**src/rtl/alu_scheduler_pkg.sv**
```systemverilog
// Shared definitions for the two-requester ALU scheduler.
//   - 3-bit command encodings understood by the shared ALU
//   - output-register FSM state type
//   - helper to recognise the reserved command
package alu_scheduler_pkg;

  localparam logic [2:0] CMD_ADD  = 3'd0;
  localparam logic [2:0] CMD_SUB  = 3'd1;
  localparam logic [2:0] CMD_SLT  = 3'd2;
  localparam logic [2:0] CMD_AND  = 3'd3;
  localparam logic [2:0] CMD_OR   = 3'd4;
  localparam logic [2:0] CMD_XOR  = 3'd5;
  localparam logic [2:0] CMD_NOR  = 3'd6;
  localparam logic [2:0] CMD_RSVD = 3'd7;

  typedef enum logic {
    EMPTY = 1'b0,
    FULL  = 1'b1
  } state_t;

  function automatic logic is_reserved(input logic [2:0] cmd);
    return cmd == CMD_RSVD;
  endfunction

endpackage

```
**src/rtl/ALU.sv**
```systemverilog
// Combinational n-bit ALU shared by the scheduler.
// Ports:
//   a, b      : operands (two's complement)
//   cmd       : 0 ADD, 1 SUB, 2 SLT, 3 AND, 4 OR, 5 XOR, 6 NOR, 7 none
//   result    : operation result
//   carryout  : carry out of ADD; no-borrow (a >= b unsigned) for SUB; 0 otherwise
//   zero      : result == 0
//   overflow  : signed overflow for ADD/SUB; 0 otherwise
module ALU #(
  parameter int n = 32
) (
  input  logic [n-1:0] a,
  input  logic [n-1:0] b,
  input  logic [2:0]   cmd,
  output logic [n-1:0] result,
  output logic         carryout,
  output logic         zero,
  output logic         overflow
);

  logic [n:0] w_sum;
  logic [n:0] w_diff;
  logic       w_ovf_add;
  logic       w_ovf_sub;
  logic       w_lt;

  assign w_sum     = {1'b0, a} + {1'b0, b};
  // Subtraction as a + ~b + 1 so the carry out means "no borrow".
  assign w_diff    = {1'b0, a} + {1'b0, ~b} + {{n{1'b0}}, 1'b1};
  assign w_ovf_add = (a[n-1] == b[n-1]) && (w_sum[n-1] != a[n-1]);
  assign w_ovf_sub = (a[n-1] != b[n-1]) && (w_diff[n-1] != a[n-1]);
  assign w_lt      = $signed(a) < $signed(b);

  always_comb begin
    result   = '0;
    carryout = 1'b0;
    overflow = 1'b0;
    case (cmd)
      3'd0: begin result = w_sum[n-1:0];  carryout = w_sum[n];  overflow = w_ovf_add; end
      3'd1: begin result = w_diff[n-1:0]; carryout = w_diff[n]; overflow = w_ovf_sub; end
      3'd2: result = {{(n-1){1'b0}}, w_lt};
      3'd3: result = a & b;
      3'd4: result = a | b;
      3'd5: result = a ^ b;
      3'd6: result = ~(a | b);
      default: result = '0;
    endcase
  end

  assign zero = (result == '0);

endmodule

```
**src/rtl/alu_scheduler_rr_arbiter2.sv**
```systemverilog
// Two-way round-robin arbiter.
// Ports:
//   clk, reset : clock, synchronous active-high reset
//   i_valid    : request lines {req1, req0}
//   i_en       : an accept can happen this cycle; last grant advances only then
//   o_grant    : one-hot grant {req1, req0}, all-zero when nobody requests
module rr_arbiter2 (
  input  logic       clk,
  input  logic       reset,
  input  logic [1:0] i_valid,
  input  logic       i_en,
  output logic [1:0] o_grant
);

  // Index of the requester granted on the most recent accept. Reset to 1
  // so requester 0 wins the first contention.
  logic r_last_grant;

  always_comb begin
    o_grant = 2'b00;
    case (i_valid)
      2'b01:   o_grant = 2'b01;
      2'b10:   o_grant = 2'b10;
      2'b11:   o_grant = r_last_grant ? 2'b01 : 2'b10;
      default: o_grant = 2'b00;
    endcase
  end

  always_ff @(posedge clk) begin
    if (reset) begin
      r_last_grant <= 1'b1;
    end else if (i_en && (o_grant != 2'b00)) begin
      r_last_grant <= o_grant[1];
    end
  end

endmodule

```
**src/rtl/alu_scheduler.sv**
```systemverilog
// Shares one combinational ALU between two requesters. A round-robin grant
// picks the operation, it is evaluated the cycle it is accepted, and the
// result/flags/id are captured in a single output register held until taken.
//
// Handshake: a transfer happens on a port in any cycle where both its valid
// and ready are high at the rising clock edge. Readies depend combinationally
// on the valids; a requester must not make valid depend on ready and must hold
// its operands/command stable while valid is high and not yet accepted.
//
// Ports:
//   clk, reset                  : clock, synchronous active-high reset
//   reqX_valid/ready/a/b/cmd    : requester X operation channel (X = 0, 1)
//   rsp_valid/ready             : output-register handshake
//   rsp_id                      : requester that issued the held result
//   rsp_result, rsp_carryout, rsp_zero, rsp_overflow : registered ALU outputs
//   rsp_err                     : the held result came from reserved command 7
//   o_dbg_state                 : output-register FSM state
module alu_scheduler
  import alu_scheduler_pkg::*;
#(
  parameter int n = 32
) (
  input  logic         clk,
  input  logic         reset,
  input  logic         req0_valid,
  output logic         req0_ready,
  input  logic [n-1:0] req0_a,
  input  logic [n-1:0] req0_b,
  input  logic [2:0]   req0_cmd,
  input  logic         req1_valid,
  output logic         req1_ready,
  input  logic [n-1:0] req1_a,
  input  logic [n-1:0] req1_b,
  input  logic [2:0]   req1_cmd,
  output logic         rsp_valid,
  input  logic         rsp_ready,
  output logic         rsp_id,
  output logic [n-1:0] rsp_result,
  output logic         rsp_carryout,
  output logic         rsp_zero,
  output logic         rsp_overflow,
  output logic         rsp_err,
  output state_t       o_dbg_state
);

  state_t       r_state;
  state_t       w_state_next;
  logic         w_can_accept;
  logic         w_en;
  logic [1:0]   w_grant;
  logic         w_accept;
  logic [n-1:0] w_a;
  logic [n-1:0] w_b;
  logic [2:0]   w_cmd;
  logic [n-1:0] w_alu_result;
  logic         w_alu_carry;
  logic         w_alu_zero;
  logic         w_alu_ovf;

  logic         r_rsp_id;
  logic [n-1:0] r_rsp_result;
  logic         r_rsp_carry;
  logic         r_rsp_zero;
  logic         r_rsp_ovf;
  logic         r_rsp_err;

  // The register may drain and reload in the same cycle; nothing is
  // accepted while reset is asserted.
  assign w_can_accept = !rsp_valid || rsp_ready;
  assign w_en         = w_can_accept && !reset;

  rr_arbiter2 u_arb (
    .clk     (clk),
    .reset   (reset),
    .i_valid ({req1_valid, req0_valid}),
    .i_en    (w_en),
    .o_grant (w_grant)
  );

  assign req0_ready = w_en && w_grant[0];
  assign req1_ready = w_en && w_grant[1];
  assign w_accept   = req0_ready || req1_ready;

  assign w_a   = w_grant[1] ? req1_a   : req0_a;
  assign w_b   = w_grant[1] ? req1_b   : req0_b;
  assign w_cmd = w_grant[1] ? req1_cmd : req0_cmd;

  ALU #(.n(n)) u_alu (
    .a        (w_a),
    .b        (w_b),
    .cmd      (w_cmd),
    .result   (w_alu_result),
    .carryout (w_alu_carry),
    .zero     (w_alu_zero),
    .overflow (w_alu_ovf)
  );

  // Output-register FSM: state register
  always_ff @(posedge clk) begin
    if (reset) r_state <= EMPTY;
    else       r_state <= w_state_next;
  end

  // Output-register FSM: next state
  always_comb begin
    w_state_next = r_state;
    case (r_state)
      EMPTY:   if (w_accept) w_state_next = FULL;
      FULL:    if (!w_accept && rsp_ready) w_state_next = EMPTY;
      default: w_state_next = EMPTY;
    endcase
  end

  // Output-register FSM: outputs
  always_comb begin
    rsp_valid   = (r_state == FULL);
    o_dbg_state = r_state;
  end

  // Result capture; reserved command zeroes result and flags and flags err.
  always_ff @(posedge clk) begin
    if (reset) begin
      r_rsp_id     <= 1'b0;
      r_rsp_result <= '0;
      r_rsp_carry  <= 1'b0;
      r_rsp_zero   <= 1'b0;
      r_rsp_ovf    <= 1'b0;
      r_rsp_err    <= 1'b0;
    end else if (w_accept) begin
      r_rsp_id <= w_grant[1];
      if (is_reserved(w_cmd)) begin
        r_rsp_result <= '0;
        r_rsp_carry  <= 1'b0;
        r_rsp_zero   <= 1'b0;
        r_rsp_ovf    <= 1'b0;
        r_rsp_err    <= 1'b1;
      end else begin
        r_rsp_result <= w_alu_result;
        r_rsp_carry  <= w_alu_carry;
        r_rsp_zero   <= w_alu_zero;
        r_rsp_ovf    <= w_alu_ovf;
        r_rsp_err    <= 1'b0;
      end
    end
  end

  assign rsp_id       = r_rsp_id;
  assign rsp_result   = r_rsp_result;
  assign rsp_carryout = r_rsp_carry;
  assign rsp_zero     = r_rsp_zero;
  assign rsp_overflow = r_rsp_ovf;
  assign rsp_err      = r_rsp_err;

endmodule

```
**config.mk**
```make
export PLATFORM = sky130hd
export DESIGN_NAME = alu_scheduler
export DESIGN_NICKNAME = d
export VERILOG_FILES = /design/src/rtl/alu_scheduler_pkg.sv /design/src/rtl/ALU.sv /design/src/rtl/alu_scheduler_rr_arbiter2.sv /design/src/rtl/alu_scheduler.sv
export SDC_FILE = /design/constraint.sdc
export NUM_CORES = 1
export LEC_CHECK = 0
export CAP_MARGIN = 20
export CORE_ASPECT_RATIO = 0.7
export CORE_UTILIZATION = 40
export CTS_CLUSTER_SIZE = 20
export DETAILED_ROUTE_END_ITERATION = 7
export DONT_BUFFER_PORTS = 1
export GPL_TIMING_DRIVEN = 0
export PLACE_DENSITY_LB_ADDON = 0.12
export SLEW_MARGIN = 0
export SYNTH_ARGS = -nofsm -noshare
export SYNTH_HDL_FRONTEND = slang
export SYNTH_SLANG_ARGS = --single-unit
export TNS_END_PERCENT = 20
```
**constraint.sdc**
```tcl
create_clock -name clk -period 5.7 [get_ports clk]
set_clock_uncertainty 0.15 [all_clocks]
set_input_delay 1.425 -clock clk [delete_from_list [all_inputs] [get_ports clk]]
set_output_delay 1.425 -clock clk [all_outputs]
set_load 0.005 [all_outputs]
```
Yosys cells after proc, flatten, opt, wreduce, memory -nomap -nowiden

Cells that the tools add are included.

RAM bits: 0
Word-level logic and storage cells: 63
Bits in latches: 0
Register bits: 39
Bits in read-only memories: 0
Input bits: 139
Memories: 0

Reduce and logical (&&, ||, !) cells: 15
Divide/modulo/power cells: 0
Muxes and demuxes: 16
Bitwise gates (word level): 6
Add/subtract/negate cells: 3
Multiply operators: 0
$lt $le $gt $ge: 1
Shift operators: 0
Eq/ne operators: 14

Operator list:

| kind                  | count |
|---|---|
| $pmux 32 s7           | 1 |
| $mux 32               | 3 |
| $add 32x32->33        | 2 |
| $not 32->32           | 2 |
| $add 33x1->33 const B | 1 |
| $and 32x32->32        | 1 |
| $logic_not 32->1      | 1 |
| $lt 32x32->1          | 1 |
| $or 32x32->32         | 1 |
| $xor 32x32->32        | 1 |
| $eq 3x3->1 const B    | 4 |
| $logic_and 1x1->1     | 7 |
| $eq 3x2->1 const B    | 2 |
| $mux 1                | 6 |
| $pmux 1 s2            | 3 |
| $pmux 2 s3            | 1 |
| $eq 2x2->1 const B    | 2 |
| $eq 3x1->1 const B    | 1 |
| $logic_not 1->1       | 3 |
| $logic_not 3->1       | 1 |
| $mux 3                | 1 |
| $ne 1x1->1            | 3 |
| $eq 2x1->1 const B    | 1 |
| $logic_or 1x1->1      | 2 |
| other kinds (4)       | 4 |

Logic depth before layout (Yosys ltp)

Gate-level depths: netlist of run 1.

Depth after elaboration: 10
Mapped depth: 21
Depth with buffers taken out: 17

Modules after synthesis

From an unflattened synthesis of run 1, not the netlist that was laid out.

Cell total of the unflattened synthesis: 1,077
Area total of the unflattened synthesis: 8,189.1 µm²

Modules (own cells, without submodules):

| module        | cells each | area each (µm²) | seq. area each (µm²) | instances |
|---|---|---|---|---|
| ALU           | 894        | 5,993.2         | 0.0                  | 1 |
| alu_scheduler | 176        | 2,134.5         | 760.7                | 1 |
| rr_arbiter2   | 7          | 61.3            | 20.0                 | 1 |

Least setup slack after synthesis of run 1

No wires, ideal clock.

Path kind: in2reg
Start point: input port req1_valid
End point: register r_rsp_zero (netlist: rsp_zero)
Arrival time: 5.851 ns
Setup time: 0.069 ns
Path buffers: 4
Slack: -0.370 ns
Data required time: 5.481 ns
Stages: 19
Cells stage by stage: a21bo_1 buf_6 buf_8 buf_1 buf_1 mux2i_1 inv_1 fa_1 o21bai_2 o2111ai_2 a2111oi_4 o21ai_1 a211oi_2 a21oi_1 a2111o_1 nor4_2 and4b_1 nand4_1 o21ai_1

Longest elaborated chain between the ends: 9
Elaborated cells on any way between the ends: 30
Classes of those cells: add/sub: 3; order compare: 1; eq/ne: 10; mux: 6; bitwise: 5; reduce/logical: 5

Ends and longest elaborated chain:

| item                                     | RTL line                        | RTL |
|---|---|---|
| start, declared                          | alu_scheduler.sv:30             | `input logic req1_valid,` |
| $eq 2x2->1 or $eq 2x1->1 (tied branches) | alu_scheduler_rr_arbiter2.sv:21 | `case (i_valid)` |
| $pmux 2 s3 *                             | alu_scheduler_rr_arbiter2.sv:21 |  |
| $mux 32                                  | alu_scheduler.sv:85             | `assign w_b = w_grant[1] ? req1_b : req0_b;` |
| $not 32->32                              | ALU.sv:29                       | `assign w_diff = {1'b0, a} + {1'b0, ~b} + {{n{1'b0}}, 1'b1};` |
| $add 32x32->33                           | ALU.sv:29                       |  |
| $add 33x1->33                            | ALU.sv:29                       |  |
| $pmux 32 s7                              | ALU.sv:38                       | `case (cmd)` |
| $logic_not 32->1                         | ALU.sv:50                       | `assign zero = (result == '0);` |
| $mux 1                                   | alu_scheduler.sv:131            | `if (is_reserved(w_cmd)) begin` |
| end signal, assigned                     | alu_scheduler.sv:140            | `r_rsp_zero <= w_alu_zero;` |
| end, declared                            | alu_scheduler.sv:63             | `logic r_rsp_zero;` |

Every way passes the cells marked *; elsewhere a longest branch is shown, timed or not.
A chain may end at the register's enable or synchronous reset.

Worst setup path after layout of run 1

Same ends and word-level chain as after synthesis.

==> key figures, run 1 <==
Synthesis
  – Area leader, netlist: ha_1
  – Synth top area cells: ha_1 (15%), nand2_1 (9.2%), dfxtp_1 (9.1%)
  – Top cell type's share of synthesized area: 14.99%
  – FF+latch count, synth: 39
  – Sequential share of the synthesized area: 9.084%
  – Syn Inst Count: 1261
  – Unique cell type count in the Yosys netlist: 100
  – Syn Nets: 1505
  – Synthesized area: 8594 sq um
  – Fraction of registers with async set/reset: 0%
  – Ys Warns: 0
  – Synth Area per Inst: 6.816 sq um
  – Post-synth EDFFs: 0
  – Primary FF master, synth: dfxtp_1

CTS
  – Clock-pin slew on the worst setup and hold paths: 0.06 ns
  – TritonCTS clock tree: done
  – Clock tree root buffer cell: clkbuf_16
  – CTS sink cnt: 39
  – Worst-Skew Late Latency: 0.28 ns
  – Clock buffer depth: 2
  – CTS buffer count: 5
  – H-tree Lvls: 2

Drt
  – Wire per inst: 24.51 microns
  – WL final: 38.55 mm
  – Drt first pass iters: 6
  – Final ANT Viol Nets: 0
  – Number of remaining DRC errors: 0
  – Vias: 9977
  – Starting DRC count in detailed routing: 1112
  – DR vias/cell: 6.343

GRT
  – First-pass GRT wire length: 55.92 mm
  – Antenna violations before repair: 1
  – Largest net degree at the start of global routing: 13
  – Vias in the first global route: 8916
  – All-Layer GR Usage: 33.69%
  – Grt ovf: 0

Floorplan
  – Top Ports: 180
  – Full die area: 22090 sq um
  – Core area: 20920 sq um
  – Cell Rows: 44
  – Initial core utilization: 41.08%
  – Die Ht: 124.6 microns
  – Die X-Extent: 177.2 microns

Setup path
  – Critical path's slowest cell: a211o_1
  – Crit Path Class: input pin to register
  – Reg-to-Reg Start: u_arb.r_last_grant
  – Data required, critical path: 5.78 ns
  – R2r setup slk: 0.80 ns
  – Reg2Reg Depth: 21
  – Crit Path Max Fanout: 10
  – Setup crit start kind: input pin
  – Max stage delay on crit path: 0.40 ns
  – CP cell instances: a21bo_1 > buf_12 > buf_12 > buf_8 > buf_6 > nand2_1 > nand2_1 > ha_1 > buf_2 > a21oi_1 > o21ai_0 > a211o_1 > a21oi_2 > nor2_1 > a2111oi_1 > a32oi_1 > nor4b_1 > and4b_1 > nand4_1 > o21ai_1
  – WP buf/inv: 5
  – Arrival time worst endpoint: 5.72 ns
  – CP top delay family: compound AO/OA/AOI/OAI gates
  – Reg2reg end: rsp_zero
  – Setup crit end kind: register

Timing
  – Max Freq: 177.3 MHz
  – Final period util: 98.95%
  – Max-slew violations: 0
  – Worst-Margin Slew: 1.166 ns
  – Final hold vios: 0
  – Slew margin rel.: 20.06%
  – Final min period: 5.640 ns
  – Final Setup Violations: 0
  – Worst hold margin: 0.3219 ns

Pwr
  – Maximum vdd ir drop: 0.0001145 V
  – Net Switching: 1.120 mW
  – Int Pwr: 1.001 mW
  – Switching Fraction: 52.81%
  – Power Dens Cells: 215.2 nW/um^2
  – Pleak: 4.257 nW
  – Part of the power in combinational logic: 71.6%
  – Clock power share: 13.1%
  – Sequential group share of total power: 15.2%

Cells and area
  – Nets@finish: 1540
  – Multi-input logic area: 7485 sq um
  – Most common cell after layout, fill and taps aside: nand2_1
  – Fillers: 2257
  – Share of layout cells above drive strength 1: 14.88%
  – Design area: 9858 sq um
  – Count of inserted antenna diode cells: 0
  – Syn-to-layout area delta: 14.70%
  – Sequential cell area: 780.7 sq um
  – Fin util: 47.12%
  – Commonest cells after routing, fill and taps aside: nand2_1 (210), nor2_1 (105), ha_1 (98)

Place
  – PortBufs: 0
  – Gpl congestion: 1.016
  – Post-DP HPWL: 30.37 mm
  – DP Area: 8969 sq um

Hold path
  – Worst Hold Class: register to register
  – Min-delay src: rsp_result[1]
  – Worst hold path depth: 2
  – Hold Path End: rsp_result[1]

Status
  – Outcome: finished clean

Flow run
  – Max-cap violations: 0
==> how the worst max path moves through the flow <==
stage,startpoint,end,slack [ns],cells past startpoint
2_1_floorplan,req1_valid,rsp_zero,0.04,19
3_3_place_gp,req1_valid,rsp_overflow,-2.53,19
3_5_place_dp,req1_valid,rsp_zero,-2.01,18
4_1_cts,req1_valid,rsp_zero,0.002,19
5_1_grt,req1_valid,rsp_zero,-0.03,22
6_report,req1_valid,rsp_zero,0.06,20
==> area by class of cell <==
class,instances,area share [%]
multi-input cells,1043,75.92
flip-flops and latches,39,7.920
plain buffers,81,5.267
inverters,97,3.693
well taps,276,3.503
repair buffers,29,2.259
clock buffers,6,1.307
clock inverters,2,0.1269
==> routing by layer <==
metal / global-route usage (%) / part of all wire, %
met5: 1.389 / 0
met2: 44.92 / 38
met4: 6.694 / 1.9
met3: 10.16 / 13
met1: 51.43 / 47
==> kinds of logic (layout without fill, tap and decap cells) <==
logic type	count (synthesis)	after routing	synth area share (%)
simple gates	489	489	26.77
buf+inv	179	215	9.040
compound gates	385	385	31.84
mux	39	39	5.255
xor+xnor	25	25	2.548
flops	39	39	9.084
fa+ha+maj	105	105	15.46
==> power by group through the flow <==
stage | logic [mW] | registers (mW) | clock network (mW)
3_5_place_dp | 1.31 | 0.328 | 0
2_1_floorplan | 0.936 | 0.319 | 0
6_report | 1.52 | 0.323 | 0.279
3_3_place_gp | 1.32 | 0.328 | 0
5_1_grt | 1.63 | 0.326 | 0.293
4_1_cts | 1.40 | 0.323 | 0.283
==> per-stage QoR <==
step / instances / setup WS, ns / TNS [ns] / power [mW]
after floorplan: 1261 / 0.03511 / 0 / 1.256
after global placement: 1537 / -2.534 / -36.05 / 1.644
after detailed placement: 1539 / -2.013 / -35.06 / 1.641
after CTS: 1557 / 0.002256 / 0 / 2.004
after global routing: 1573 / -0.02518 / -0.03195 / 2.246
final: 1573 / 0.05969 / 0 / 2.122
==> Yosys cell counts (6+ instances only) <==
master,n
nand2_1,211
nor2_1,105
ha_1,103
inv_1,93
a21oi_1,88
o21ai_0,48
clkbuf_1,40
dfxtp_1,39
nor3_1,33
mux2i_1,31
a211oi_1,30
buf_2,23
xnor2_1,23
nand2b_1,17
nor2b_1,17
o211ai_1,16
a31oi_1,15
a21o_1,14
nand3_1,14
a211o_1,13
a22oi_1,12
o31ai_1,12
or3_1,12
a311oi_1,10
and2_1,10
nand3b_1,10
o21ai_1,10
nand4_1,9
o21a_1,9
o22ai_1,9
nor4_1,8
o31a_1,8
or2_2,8
a222oi_1,7
and3_1,7
o21bai_1,7
a2111oi_0,6
buf_1,6
buf_6,6
o221ai_1,6
==> what timing repair did <==
action,CTS,global route
pin swaps,10,18
resized for setup,80,58
hold buffers,0,0
endpoints found under the setup margin,31,6
buffers inserted,10,17
==> registers in the layout, indices dropped and copies added, names as in the netlist <==
signal,cells
rsp_result,32
o_dbg_state,1
rsp_carryout,1
rsp_err,1
rsp_id,1
rsp_overflow,1
rsp_zero,1
u_arb.r_last_grant,1
==> worst reg2reg max path: stages, from the launching register on <==
cell	delay, ns
dfxtp_1	0.42
a21bo_1	0.22
buf_12	0.13
buf_12	0.16
buf_8	0.17
buf_6	0.15
nand2_1	0.09
nand2_4	0.14
inv_1	0.09
ha_1	0.26
clkbuf_4	0.18
or2_2	0.33
o2111ai_2	0.13
nand3_2	0.20
a21o_1	0.22
o41ai_1	0.41
o22ai_2	0.19
a2111o_1	0.44
nor4_2	0.16
and4b_1	0.27
nand4_1	0.18
o21ai_1	0.17
No activity file was read; power rests on OpenSTA's default activity.
==> run 2, diff against run 1 <==
Settings changed: PLACE_DENSITY set to 0.63, PLACE_DENSITY_LB_ADDON 0.12 to not set.
==> run 2 against run 1 <==
  * Final area fell by 2.2%
  * Setup slack got worse by 0.041 ns
  * Worst hold slack improved by 0.0090 ns
  * Routed wire length is 4.5% lower
  * Sequential power about the same
  * Combinational power decreased by 5%
  * Non-clock buffer count decreased by 12
  * Clock-buffer cell count down 1
  * Critical path type unchanged
  * Highest routed layer unchanged
==> key figures, run 2 (synthesis results as in run 1) <==
Hold path
  – Hold Path End: rsp_result[1]
  – Min-delay src: rsp_result[1]
  – Worst hold path depth: 2 (unchanged)
  – Worst Hold Class: register to register

Cells and area
  – Syn-to-layout area delta: 12.14%
  – Design area: 9638 sq um (-2.2%)
  – Share of layout cells above drive strength 1: 12.61% (-2.3 points)
  – Max FFs per register: 32 (unchanged)
  – Nets@finish: 1528 (-0.78%)
  – Most common cell after layout, fill and taps aside: nand2_1
  – Commonest cells after routing, fill and taps aside: nand2_1 (210), nor2_1 (105), ha_1 (100)
  – Fillers: 2169 (-3.9%)

Floorplan
  – Die X-Extent: 177.2 microns (unchanged)
  – Full die area: 22090 sq um (unchanged)
  – Core area: 20920 sq um (unchanged)
  – Die Ht: 124.6 microns (unchanged)
  – Top Ports: 180 (unchanged)
  – Initial core utilization: 41.08% (unchanged)
  – Cell Rows: 44 (unchanged)

Timing
  – Final Setup Violations: 0 (unchanged)
  – Worst-Margin Slew: 1.093 ns (-0.07238 ns)
  – Slew margin rel.: 25.03% (+5.0 points)
  – Final min period: 5.681 ns (+0.04069 ns)
  – Final hold vios: 0 (unchanged)
  – Max-slew violations: 0 (unchanged)
  – RSZ-0062 raised after global routing: true
  – Final period util: 99.67% (+0.71 points)
  – Max Freq: 176.0 MHz (-0.72%)

Setup path
  – Reg2Reg Depth: 18 (-14%)
  – Data required, critical path: 5.76 ns (-0.02 ns)
  – Reg2reg end: rsp_zero
  – Setup crit start kind: input pin
  – Reg-to-Reg Start: u_arb.r_last_grant
  – Critical path's slowest cell: o311ai_0
  – Crit Path Class: input pin to register
  – R2r setup slk: 0.77 ns (-0.03 ns)
  – Crit Path Max Fanout: 10 (unchanged)
  – CP cell instances: a21bo_1 > buf_12 > buf_12 > clkbuf_2 > nand2_1 > nand2_1 > ha_1 > buf_1 > inv_1 > o21a_1 > o31ai_1 > a21oi_1 > o311ai_0 > o311a_1 > a31oi_1 > a2111oi_2 > nand4_1 > o21ai_1
  – Arrival time worst endpoint: 5.74 ns (+0.02 ns)
  – Setup crit end kind: register
  – Max stage delay on crit path: 0.57 ns (+0.17 ns)

Pwr
  – Maximum vdd ir drop: 0.0001454 V (+27%)
  – Pleak: 4.203 nW (-1.3%)
  – Power Dens Cells: 217.5 nW/um^2 (+1.1%)
  – Power Total: 2.096 mW (-1.2%)

GRT
  – Largest net degree at the start of global routing: 15 (+2)
  – Met2 Use GR: 43.77% (-1.1 points)
  – Met3 Use GR: 9.402% (-0.76 points)
  – First-pass GRT wire length: 53.94 mm (-3.5%)
  – Global route hottest layer: met1
  – Vias in the first global route: 8885 (-0.35%)
  – All-Layer GR Usage: 32.07% (-1.6 points)
  – Antenna violations before repair: 2 (+1)
  – Grt met1 use: 48.11% (-3.3 points)
  – Grt ovf: 0 (unchanged)

CTS
  – Clock tree root buffer cell: clkbuf_16
  – CTS sink cnt: 39 (unchanged)
  – Clock buffer depth: 2 (unchanged)
  – Worst-Skew Late Latency: 0.28 ns (about the same)
  – CTS buffer count: 5 (unchanged)
  – TritonCTS clock tree: done
  – Hold_buf cts: 0 (unchanged)
  – H-tree Lvls: 2 (unchanged)
  – Clock-pin slew on the worst setup and hold paths: 0.06 ns (about the same)

Place
  – Gpl congestion: 1.016 (about the same)
  – PortBufs: 0 (unchanged)
  – Post-DP HPWL: 28.89 mm (-4.9%)
  – DP Area: 8961 sq um (about the same)

Drt
  – Vias: 9978 (+0.010%)
  – Wire per inst: 23.58 microns (-3.8%)
  – Final ANT Viol Nets: 0 (unchanged)
  – Drt first pass iters: 6 (unchanged)
  – DR vias/cell: 6.388 (+0.71%)
  – Starting DRC count in detailed routing: 1282 (+15%)
  – Number of remaining DRC errors: 0 (unchanged)
  – WL final: 36.84 mm (-4.5%)

Flow run
  – Max-cap violations: 0 (unchanged)

Status
  – Outcome: finished clean
-- run 2: worst max-delay path: cells and delay by family --
| kind | cells | cell delay [ns] |
|---|---|---|
| AOI/OAI and AO/OA | 9 | 2.45 |
| buffers and inverters | 5 | 1.16 |
| and+or+nand+nor | 3 | 0.39 |
| adders and majority gates | 1 | 0.30 |
-- run 2: per-stage QoR --
stage	hold slack, ns	instances	utilization (%)	setup slack [ns]	TNS, ns
finish	0.3310	1562	46.07	0.01900	0
global route	0.3615	1561	46.06	-0.06536	-0.06536
CTS	0.3337	1557	45.40	0.01647	0
detailed placement	0.3258	1538	42.83	-2.028	-31.36
global placement	0.3220	1537	42.81	-2.226	-31.83
floorplan	0.3027	1261	-	0.03511	0
-- run 2: layout make-up --
cell class	instances	area, sq um	area share (%)
clock inverters	3	43.79	0.4544
well taps	276	345.3	3.583
flip-flops and latches	39	780.7	8.101
diodes	1	2.502	0.02596
multi-input cells	1043	7336	76.11
clock buffers	5	125.1	1.298
repair buffers	17	150.1	1.558
inverters	97	364.1	3.778
plain buffers	81	490.5	5.089
-- run 2: how the worst max path moves through the flow --
stage,start,slack (ns),to,cells after the start
after floorplan,req1_valid,0.04,rsp_zero,19
after global placement,req1_valid,-2.23,rsp_overflow,18
after detailed placement,req1_valid,-2.03,rsp_zero,18
after CTS,req1_valid,0.02,rsp_zero,19
after global routing,req1_valid,-0.07,rsp_zero,19
final,req1_valid,0.02,rsp_zero,18
-- run 2: routing by layer --
layer  wire length [microns]  part of all wire, %  vias to the layer above
li1                        -                    -                     4581
met1                   16960                   46                     4631
met2                   14140                   38                      694
met3                    4968                   13                       72
met4                     764                  2.1                        0
met5                       0                    0                        -
-- run 2: power breakdown --
group	internal, mW	switching [mW]
logic	0.513	0.937
clock network	0.207	0.117
registers	0.299	0.0240
total	1.02	1.08
-- run 2: timing repair --
item,4_1_cts,5_1_grt
cloned,1,0
pin swaps,13,6
setup buffers,11,4
gates resized for setup,64,34
endpoints found under the setup margin,31,6
